<file path="src/rtl/mandel_iterator_if.sv">
// mandel_iterator_if: start/done handshake and result bundle between the
// point dispatcher and the escape-time engine.
interface mandel_iterator_if #(
  parameter int ITER_W = 16
);
  logic              start;
  logic [31:0]       c_re;
  logic [31:0]       c_im;
  logic [ITER_W-1:0] max_iter;
  logic              busy;
  logic              done;
  logic [ITER_W-1:0] iter_count;
  logic              escaped;

  modport master (
    output start, c_re, c_im, max_iter,
    input  busy, done, iter_count, escaped
  );

  modport slave (
    input  start, c_re, c_im, max_iter,
    output busy, done, iter_count, escaped
  );
endinterface

</file>
<file path="src/rtl/mandel_iterator.sv">
// mandel_iterator: one-point Mandelbrot escape-time engine, one step/clock.
// Define MANDEL_ABORT_EN to add the abort port.
module mandel_iterator #(
  parameter int FRAC_BITS = 28,
  parameter int ITER_W    = 16
) (
  input  logic        clk,
  input  logic        rst,
  mandel_iterator_if.slave bus,
  output logic [31:0] z_re,
  output logic [31:0] z_im,
  input  logic [31:0] gen_aa_minus_bb,
  input  logic [31:0] gen_two_ab,
  input  logic [31:0] gen_aa_plus_bb
`ifdef MANDEL_ABORT_EN
  ,
  input  logic        abort
`endif
);

  localparam logic [31:0] TWO  = 32'(64'd2 << FRAC_BITS);
  localparam logic [31:0] FOUR = 32'(64'd4 << FRAC_BITS);

  typedef enum logic [1:0] {
    IDLE,
    ITER,
    DONE
  } state_t;

  state_t            state;
  state_t            state_nx;
  logic [31:0]       c_re_q;
  logic [31:0]       c_im_q;
  logic [ITER_W-1:0] max_q;
  logic [ITER_W-1:0] n;
  logic [ITER_W-1:0] cnt_q;
  logic              esc_q;
  logic [31:0]       abs_re;
  logic [31:0]       abs_im;
  logic              esc_hit;
  logic              lim_hit;
  logic              kill;

`ifdef MANDEL_ABORT_EN
  assign kill = abort;
`else
  assign kill = 1'b0;
`endif

  // Magnitudes compared unsigned so 0x8000_0000 still counts as escaped.
  assign abs_re  = z_re[31] ? (~z_re + 32'd1) : z_re;
  assign abs_im  = z_im[31] ? (~z_im + 32'd1) : z_im;
  assign esc_hit = (abs_re > TWO) | (abs_im > TWO)
                 | (gen_aa_plus_bb > FOUR);
  assign lim_hit = (n == max_q);

  always_ff @(posedge clk) begin
    if (rst) state <= IDLE;
    else     state <= state_nx;
  end

  always_comb begin
    state_nx = state;
    unique case (state)
      IDLE: if (bus.start) state_nx = ITER;
      ITER: begin
        if (kill)                   state_nx = IDLE;
        else if (esc_hit | lim_hit) state_nx = DONE;
      end
      DONE:    state_nx = IDLE;
      default: state_nx = IDLE;
    endcase
  end

  always_comb begin
    bus.busy = 1'b0;
    bus.done = 1'b0;
    unique case (state)
      ITER: bus.busy = 1'b1;
      DONE: begin
        bus.busy = 1'b1;
        bus.done = 1'b1;
      end
      default: ;
    endcase
  end

  always_ff @(posedge clk) begin
    if (rst) begin
      c_re_q <= '0;
      c_im_q <= '0;
      max_q  <= '0;
      n      <= '0;
      z_re   <= '0;
      z_im   <= '0;
      cnt_q  <= '0;
      esc_q  <= 1'b0;
    end else begin
      unique case (state)
        IDLE: begin
          if (bus.start) begin
            c_re_q <= bus.c_re;
            c_im_q <= bus.c_im;
            max_q  <= bus.max_iter;
            n      <= '0;
            z_re   <= '0;
            z_im   <= '0;
          end
        end
        ITER: begin
          if (!kill) begin
            if (esc_hit) begin
              esc_q <= 1'b1;
              cnt_q <= n;
            end else if (lim_hit) begin
              esc_q <= 1'b0;
              cnt_q <= n;
            end else begin
              z_re <= gen_aa_minus_bb + c_re_q;
              z_im <= gen_two_ab + c_im_q;
              n    <= n + 1'b1;
            end
          end
        end
        default: ;
      endcase
    end
  end

  assign bus.iter_count = cnt_q;
  assign bus.escaped    = esc_q;

endmodule

</file>
<file path="src/flat_wrapper.sv">
// flat-port wrapper written by rule: the top's interface ports become plain ports
module mandel_iterator_flat 
#(
  parameter int FRAC_BITS = 28,
  parameter int ITER_W    = 16
)
  (clk, rst, z_re, z_im, gen_aa_minus_bb, gen_two_ab, gen_aa_plus_bb, bus_start, bus_c_re, bus_c_im, bus_max_iter, bus_busy, bus_done, bus_iter_count, bus_escaped);
  mandel_iterator_if #(.ITER_W(ITER_W)) bus_i ();
  input  logic clk;
  input  logic rst;
  output logic [31:0] z_re;
  output logic [31:0] z_im;
  input  logic [31:0] gen_aa_minus_bb;
  input  logic [31:0] gen_two_ab;
  input  logic [31:0] gen_aa_plus_bb;
  input wire logic [$bits(bus_i.start)-1:0] bus_start;
  input wire logic [$bits(bus_i.c_re)-1:0] bus_c_re;
  input wire logic [$bits(bus_i.c_im)-1:0] bus_c_im;
  input wire logic [$bits(bus_i.max_iter)-1:0] bus_max_iter;
  output wire logic [$bits(bus_i.busy)-1:0] bus_busy;
  output wire logic [$bits(bus_i.done)-1:0] bus_done;
  output wire logic [$bits(bus_i.iter_count)-1:0] bus_iter_count;
  output wire logic [$bits(bus_i.escaped)-1:0] bus_escaped;
  assign bus_i.start = bus_start;
  assign bus_i.c_re = bus_c_re;
  assign bus_i.c_im = bus_c_im;
  assign bus_i.max_iter = bus_max_iter;
  assign bus_busy = bus_i.busy;
  assign bus_done = bus_i.done;
  assign bus_iter_count = bus_i.iter_count;
  assign bus_escaped = bus_i.escaped;
  mandel_iterator #(.FRAC_BITS(FRAC_BITS), .ITER_W(ITER_W)) u_core (.clk(clk), .rst(rst), .bus(bus_i), .z_re(z_re), .z_im(z_im), .gen_aa_minus_bb(gen_aa_minus_bb), .gen_two_ab(gen_two_ab), .gen_aa_plus_bb(gen_aa_plus_bb));
endmodule
</file>
<file path="config.mk">
export PLATFORM = sky130hd
export DESIGN_NAME = mandel_iterator_flat
export DESIGN_NICKNAME = d
export VERILOG_FILES = /design/src/rtl/mandel_iterator_if.sv /design/src/rtl/mandel_iterator.sv /design/src/flat_wrapper.sv
export SDC_FILE = /design/constraint.sdc
export NUM_CORES = 1
export LEC_CHECK = 0
export BUFFER_PORTS_ARGS = -buffer_cell sky130_fd_sc_hd__buf_2
export CORE_MARGIN = 5
export CORE_UTILIZATION = 57
export CTS_BUF_LIST = sky130_fd_sc_hd__clkbuf_4
export CTS_CLUSTER_SIZE = 30
export DETAILED_ROUTE_END_ITERATION = 16
export PLACE_DENSITY = 0.84
export SYNTH_ARGS = -nofsm -noshare
export SYNTH_HDL_FRONTEND = slang
export SYNTH_SLANG_ARGS = --single-unit
</file>
<file path="constraint.sdc">
create_clock -name clk -period 7.8 [get_ports clk]
set_input_delay 0.78 -clock clk [delete_from_list [all_inputs] [get_ports clk]]
set_output_delay 0.78 -clock clk [all_outputs]
set_load 0.02 [all_outputs]
</file>
# After elaboration in Yosys (flattened, before gate mapping)
# Cells that the tools add are included.
# totals
ff_bits	179
inputBits	179
output_inout_bits	83
elab_cells	59
# op_classes
add_sub_neg	5
magnitude_cmp	3
n_eq_ne	7
mux	22
bitwise_logic	5
reduce_logical	8
# ops
operator	count
$mux 32	7
$pmux 32 s2	2
$mux 16	5
$add 32x1->32 const B	2
$add 32x32->32	2
$gt 32x30->1 const B	2
$not 32->32	2
$gt 32x31->1 const B	1
$pmux 16 s2	1
$add 16x1->16 const B	1
$eq 16x16->1	1
$ne 2x2->1 const B	3
$reduce_and 2->1	3
$mux 1	4
$mux 2	2
$pmux 2 s2	1
$reduce_and 4->1	1
$reduce_bool 2->1	2
$or 1x1->1	3
$eq 2x1->1 const B	1
$eq 2x2->1 const B	1
$logic_not 2->1	1
$ne 2x1->1 const B	1
$reduce_or 2->1	1

# Longest topological paths before layout
# Gate-level depths: netlist (run 1).
# logic_depth
depth_word	9
depth_mapped	14
mapped_depth_nobuf	12

# Worst setup path after synthesis (run 1)
# OpenSTA, ideal clock, no wires.
# synth_timing
kind	input port to flip-flop
startpoint	input port gen_two_ab[0]
endpoint	register u_core.z_im[16]
setup_time_ns	0.070
arrival_ns	3.408
required_ns	7.730
slack_ns	4.322
path_stages	12
n_path_buf	0
cell_sequence	ha_1 > fa_1 > a21o_1 > a21o_1 > a2111oi_0 > o21a_1 > o31ai_1 > a21o_1 > a21oi_1 > xnor2_1 > nand3_1 > a21oi_1
# synth_via
elab_chain_cells	4
# synth_lines
item	line	text
start, declared	flat_wrapper.sv:14	input logic [31:0] gen_two_ab;
$add 32x32->32	mandel_iterator.sv:120	z_im <= gen_two_ab + c_im_q;
$mux 32	mandel_iterator.sv:115	end else if (lim_hit) begin
$mux 32	mandel_iterator.sv:112	if (esc_hit) begin
$pmux 32 s2	mandel_iterator.sv:99	unique case (state)
end signal, assigned	mandel_iterator.sv:120	
end, declared	mandel_iterator.sv:11	output logic [31:0] z_im,
# No other way between the ends. The select of a mux whose other input is x is not followed.
# A chain may end at the register's enable or synchronous reset.

# Worst setup path after layout (run 1)
# layout_timing
startpoint	register u_core.z_re[7]
endpoint	register u_core.z_re[17]
# layout_via
elab_chain_cells	8
# layout_lines
item	line	text
start, declared	mandel_iterator.sv:10	output logic [31:0] z_re,
start signal, assigned	mandel_iterator.sv:119	z_re <= gen_aa_minus_bb + c_re_q;
$not 32->32	mandel_iterator.sv:51	assign abs_re = z_re[31] ? (~z_re + 32'd1) : z_re;
$add 32x1->32	mandel_iterator.sv:51	
$mux 32 (*)	mandel_iterator.sv:51	
$gt 32x30->1 (*)	mandel_iterator.sv:53	assign esc_hit = (abs_re > TWO) | (abs_im > TWO)
$or 1x1->1 (*)	mandel_iterator.sv:53	
$or 1x1->1 (*)	mandel_iterator.sv:54	| (gen_aa_plus_bb > FOUR);
$ne 2x2->1 (no line) (*)	n/a	
$reduce_and 4->1 (no line) (*)	n/a	
# Mark *: on every way between the ends. The rest lies on a longest branch, timed or not.

==> results of run 1 <==
==> worst max-delay path by stage <==
stage | endpoint | slack [ps] | depth (start not counted)
after floorplan | u_core.z_im[16] | 4320 | 12
after global placement | u_core.z_im[16] | 3780 | 13
after detailed placement | u_core.z_im[31] | 3690 | 13
after CTS | u_core.z_re[17] | 3780 | 11
after global routing | u_core.z_im[21] | 3440 | 11
final | u_core.z_re[17] | 3720 | 11
==> registers in the layout (all words and copies together) (netlist names) <==
signal and count:
u_core.bus.escaped 1, u_core.bus.iter_count 16, u_core.c_im_q 32, u_core.c_re_q 32
u_core.max_q 16, u_core.n 16, u_core.state 2, u_core.z_im 32
u_core.z_re 32
==> metrics by stage <==
step	utilization	power (uW)	instance area, sq um	worst slack, ps
floorplan	-	1610	10800	4320
global placement	0.650	1820	12200	3780
detailed placement	0.650	1830	12200	3690
CTS	0.664	2330	12400	3780
global route	0.665	2470	12400	3440
finish	0.665	2330	12400	3720
==> power by group <==
group | internal, uW | leakage, uW | switching, uW
registers | 970 | 0.00146 | 50.7
clock network | 166 | 0.000139 | 343
logic | 305 | 0.00388 | 491
total | 1440 | 0.00548 | 885
==> worst min-delay path, stage by stage <==
cell	delay, ps
buf_2	100
nand2_1	40
a21oi_1	50
==> final cells by class <==
| cell class | count | area (sq um) |
|---|---|---|
| well taps | 234 | 293 |
| repair buffers | 269 | 1370 |
| clock buffers | 18 | 135 |
| flip-flops and latches | 179 | 3580 |
| diodes | 3 | 7.51 |
| clock inverters | 14 | 130 |
| multi-input cells | 1117 | 6840 |
| inverters | 21 | 78.8 |
| fillers | 1658 | 6270 |
==> per-layer routing <==
layer / part of all wire / track usage / up-vias
met1: 0.42 / 0.369 / 5217
met4: 0.020 / 0.0928 / 2
met2: 0.47 / 0.492 / 525
met3: 0.091 / 0.0638 / 58
li1: - / - / 5480
met5: 0.00022 / 0 / -
==> synth_stat cells (21+ instances only) <==
cell type  number  area share
a21o_1         33       0.023
a21oi_1       209       0.097
clkbuf_1       55       0.019
dfxtp_1       179        0.33
ha_1           66       0.076
inv_1          21      0.0073
nand2_1       262       0.091
nand3_1        63       0.029
nand4_1        27       0.016
nor2_1         76       0.026
nor3_1         24       0.011
nor4_1         28       0.016
o21ai_0        28       0.013
xnor2_1        48       0.039
==> logic make-up (layout without fill, tap and decap cells) <==
family                     after synthesis  after routing  synth area share
xor gates and xnor gates                66             66            0.0534
adders and majority gates               68             68            0.0800
AOI/OAI and AO/OA                      390            390             0.223
other                                    0              3                 0
DFF                                    179            179             0.331
and+or+nand+nor                        574            574             0.255
buffers and inverters                  103            322            0.0392
muxes                                   19             19            0.0177
==> summary.md, run 1 <==
| Metric | Value |
|---|---|
| Startpoint Class | flop |
| Max-Cap Viols | 0 |
| DR pass1 iterations | 5 |
| IO Pins | 262 |
| Core Area | 0.0187 sq mm |
| Synth unique cells | 75 |
| Delay-heaviest family, CP | simple AND/OR/NAND/NOR gates |
| Hold slack | 401 ps |
| YS warnings | 0 |
| Reg clk slew, reported paths | 160 ps |
| Worst-margin pin slew | 1010 ps |
| P&R area growth vs syn | 14.9% |
| LEAKAGE | 0.00548 uW |
| Nets | 1,852 |
| R2R Setup Slk | 3720 ps |
| Syn avg cell area | 7.74 sq um |
| Via density per instance | 6.08 |
| First-pass GRT wire length | 52.6 mm |
| Setup Total Neg Slack | 0 ps |
| Final period util | 0.523 |
| Arrival time at the worst endpoint | 4570 ps |
| Clock Path Buffers | 2 |
| Sequential element share of the synthesized area | 0.331 |
| Initial detailed-routing violation count | 768 |
| Setup bufs post-CTS | 0 |
| Hold Path Class | in2reg |
| Crit. End Element | flop |
| Clk_skew | 22.9 ps |
| # hold bufs at CTS | 0 |
| GPL Wtd Cong | 0.963 |
| Die area | 0.0218 sq mm |
| GRT Residual Overflow | 0 |
| CTS tree | built |
| Peak supply drop | 0.0000932 V |
| EDFF count, synth | 0 |
| Synth Net Count | 1,646 |
| Min cycle time layout | 4080 ps |
| Number of global-route vias before repair | 10,800 |
| Dominant synthesized flop cell | dfxtp_1 |
| Post-synthesis register bit count | 179 |
| Commonest non-fill, non-tap cell in the layout | nand2_1 |
| Mapped cell area | 0.0108 sq mm |
| Inst Count DP | 1,820 |
| Post_cts resized | 0 |
| Worst stage delay on the critical path | 580 ps |
| Critical path peak fanout | 70 |
| Worst path buffer plus inverter count | 1 |
| Crit-path cells | nor4_4 > and4_1 > a21o_1 > mux2_2 > a2111oi_2 > nand4b_1 > a21oi_2 > o21ai_4 > buf_4 > or4_1 > a21oi_1 |
| Initial Util | 0.579 |
| Die W | 148 um |
| DRC | 0 |
| Final setup fails | 0 |
| Ys async rst share | 0 |
| FMAX | 245 MHz |
| Status | complete, no violations |
| Final Hold Fails | 0 |
| Cell row count | 50 |
| WL final | 32.4 mm |
| WHS Path Cells | 3 |
| Dpl hpwl | 23.9 mm |
| Antenna violations before repair | 4 |
| Die H | 148 um |
| Max-slew violations | 0 |
| Critical-path top delay cell | or4_1 |
| Largest net degree at the start of global routing | 97 |
| Gate Count Post-Synth | 1,399 |
| Power density cells | 187 mW/mm^2 |
| R2R Path End | u_core.z_re[17] |
| Layout cells sized above 1 | 0.205 |
| Port Buf Inserts | 261 |
| Worst R2R Path Depth | 11 |
| Data required, critical path | 8300 ps |
| Commonest cells after routing, fill and taps aside | 261 x nand2_1, 260 x buf_2, 209 x a21oi_1, 179 x dfxtp_1, 76 x nor2_1 |
| FF-to-FF Start | u_core.z_re[7] |
| CTS root buffer | clkbuf_4 |
| Worst Setup SP | u_core.z_re[7] |
| GRT Overall Usage | 0.290 |
| Fin cells | 1,855 |
| CTS Buf Count | 17 |
| Max-slew headroom | 0.326 |
| WL per Instance | 17.4 um |
| Htree depth | 4 |
| Hold Path End | u_core.c_im_q[15] |
| Hold Path Origin | bus_c_im[15] |
| Via count | 11,300 |
| Latest clock arrival within the worst-skew pair | 590 ps |
| Worst Path Class, Setup | reg2reg |
| Routed Antenna Nets | 0 |
| Clk sink count | 179 |
| RSZ-0062 raised after global routing | no |
(Power assumes the default switching activity.)
==> run 2: changes to the inputs <==
- CORE_UTILIZATION: 57 -> 51
- PLACE_DENSITY: 0.84 -> 0.8
- clock period: 7.8 -> 3.7 ns (I/O delays scaled with it)
==> summary.md, run 2 (synthesis gave the netlist of run 1 again) <==
| Metric | Value |
|---|---|
| Sequential power share | 0.430 (-0.009) |
| P&R area growth vs syn | 24.3% |
| Startpoint Class | flop |
| Max-Cap Viols | 0 (unchanged) |
| Worst-margin pin slew | 889 ps (-123 ps) |
| Routed Antenna Nets | 0 (unchanged) |
| Sw frac | 0.385 (+0.00517) |
| CTS Buf Count | 17 (unchanged) |
| Clk_skew | 23.8 ps (+0.935 ps) |
| Port Buf Inserts | 261 (unchanged) |
| Crit. End Element | flop |
| Data required, critical path | 4220 ps (-4080 ps) |
| Critical-path top delay cell | nor4_4 |
| Hold Path Class | in2reg |
| Reg clk slew, reported paths | 140 ps (-20 ps) |
| GRT Residual Overflow | 0 (unchanged) |
| Clk sink count | 179 (unchanged) |
| Commonest non-fill, non-tap cell in the layout | nand2_1 |
| CTS root buffer | clkbuf_4 |
| GPL Wtd Cong | 0.940 (-2.3%) |
| Antenna violations before repair | 4 (unchanged) |
| Critical path peak fanout | 64 (-8.6%) |
| Via count | 11,800 (+4.7%) |
| DR pass1 iterations | 5 (unchanged) |
| NetSw | 1920 uW (+120%) |
| Arrival time at the worst endpoint | 4090 ps (-480 ps) |
| FMAX | 280 MHz (+14%) |
| WL final | 35.4 mm (+9.5%) |
| Final period util | 0.964 (+0.441) |
| WL per Instance | 17.7 um (+1.7%) |
| Die W | 156 um (+5.3%) |
| Min cycle time layout | 3570 ps (-511 ps) |
| Internal power | 3070 uW (+110%) |
| Htree depth | 4 (unchanged) |
| Utilization after layout | 0.642 (-0.0225) |
| LEAKAGE | 0.00592 uW (+8.1%) |
| Final Hold Fails | 0 (unchanged) |
| Max-slew violations | 0 (unchanged) |
| Crit-path cells | nor4_4 > buf_4 > nand4_1 > nor2_1 > and4_1 > or4_1 > and4bb_1 > a21oi_2 > nor2_4 > buf_12 > nor2_1 > o2bb2ai_1 |
| Layout cells sized above 1 | 0.207 (+0.00203) |
| Initial detailed-routing violation count | 963 (+25%) |
| Max-slew headroom | 0.408 (+0.0817) |
| Worst stage delay on the critical path | 450 ps (-130 ps) |
| Most used cell, CP | nor2_1 |
| Place WS | 108 ps (-3580 ps) |
| Nets | 1,952 (+5.4%) |
| Comb pwr share | 0.367 (+0.025) |
| Worst Path Class, Setup | reg2reg |
| Post-route setup slack | 134 ps (-3590 ps) |
| Clock Path Buffers | 2 (unchanged) |
| Dpl hpwl | 24.8 mm (+3.8%) |
| Peak supply drop | 0.000189 V (+100%) |
| First-pass GRT wire length | 56.6 mm (+7.6%) |
| IO Pins | 262 (unchanged) |
| Initial Util | 0.517 (-0.0621) |
| Power density cells | 371 mW/mm^2 (+98%) |
| Die H | 156 um (+5.3%) |
| Commonest cells after routing, fill and taps aside | 261 x nand2_1, 260 x buf_2, 209 x a21oi_1, 179 x dfxtp_1, 79 x dlygate4sd3_1 |
| Number of global-route vias before repair | 11,600 (+6.9%) |
| Status | complete, no violations |
| Die area | 0.0242 sq mm (+11%) |
| DRC | 0 (unchanged) |
| Final setup fails | 0 (unchanged) |
| Largest net degree at the start of global routing | 81 (-16%) |
| GRT Overall Usage | 0.283 (-0.00753) |
| Cell row count | 53 (+6.0%) |
| Via density per instance | 5.92 (-2.7%) |
| Latest clock arrival within the worst-skew pair | 590 ps (about the same) |
| Filler cell count | 1,845 (+11%) |
| CTS tree | built |
| Core Area | 0.0210 sq mm (+12%) |
| Clock share of power | 0.203 (-0.016) |
==> run 2: what timing repair did <==
action                                 CTS  global route
hold buffers                            79             0
setup endpoints to repair                0            52
buffers inserted                         0             2
resized for setup                        0             7
endpoints found under the hold margin   79             0
==> run 2: worst max-delay path, delay by kind of cell, from the launching register on <==
kind	cells	cell delay, ps
AO/OA/AOI/OAI	2	450
buffers and inverters	2	410
flip-flops	1	420
AND/OR/NAND/NOR	8	2180
==> run 2: final cells by class <==
class / instances / area, sq um / share of cell area
Multi-Input combinational cell: 1117 / 6860 / 0.510
Inverter: 21 / 78.8 / 0.00586
Timing Repair Buffer: 369 / 2340 / 0.174
Clock buffer: 18 / 135 / 0.0100
Sequential cell: 179 / 3580 / 0.266
Tap cell: 275 / 344 / 0.0256
Antenna cell: 4 / 10.0 / 0.000744
Clock inverter: 14 / 106 / 0.00790
==> run 2: routing by layer <==
layer  track usage  vias up  share of wire
met5             0        -              0
met4         0.123        0          0.033
met3        0.0727       90          0.091
met2         0.469      563           0.47
met1         0.348     5481           0.41
li1              -     5680              -
==> run 2: final timing paths <==
path | start | end | slack, ps | cells past startpoint
worst max-delay path | u_core.z_re[8] | u_core.z_im[31] | 130 | 12
worst min register to register | u_core.c_re_q[30] | u_core.c_re_q[30] | 470 | 2
worst min-delay path | bus_c_re[30] | u_core.c_re_q[30] | 50 | 3
worst max register to register | u_core.z_re[8] | u_core.z_im[31] | 130 | 12
==> run 2: power groups by stage <==
stage                     combinational (uW)  clock, uW  sequential (uW)
after global routing                    2010       1100             2160
after floorplan                         1190          0             2200
after global placement                  1690          0             2180
after CTS                               1780       1040             2140
final                                   1830       1010             2150
after detailed placement                1710          0             2180
==> run 2: per-stage QoR <==
| stage | setup TNS (ps) | area, sq um | hold slack (ps) | cells | total power (uW) |
|---|---|---|---|---|---|
| finish | 0 | 13500 | 49.2 | 1997 | 4990 |
| global route | -135 | 13500 | 34.0 | 1997 | 5270 |
| CTS | 0 | 13400 | 0.235 | 1991 | 4970 |
| detailed placement | 0 | 12400 | 452 | 1880 | 3890 |
| global placement | 0 | 12400 | 447 | 1880 | 3870 |
| floorplan | 0 | 10800 | 440 | 1399 | 3390 |
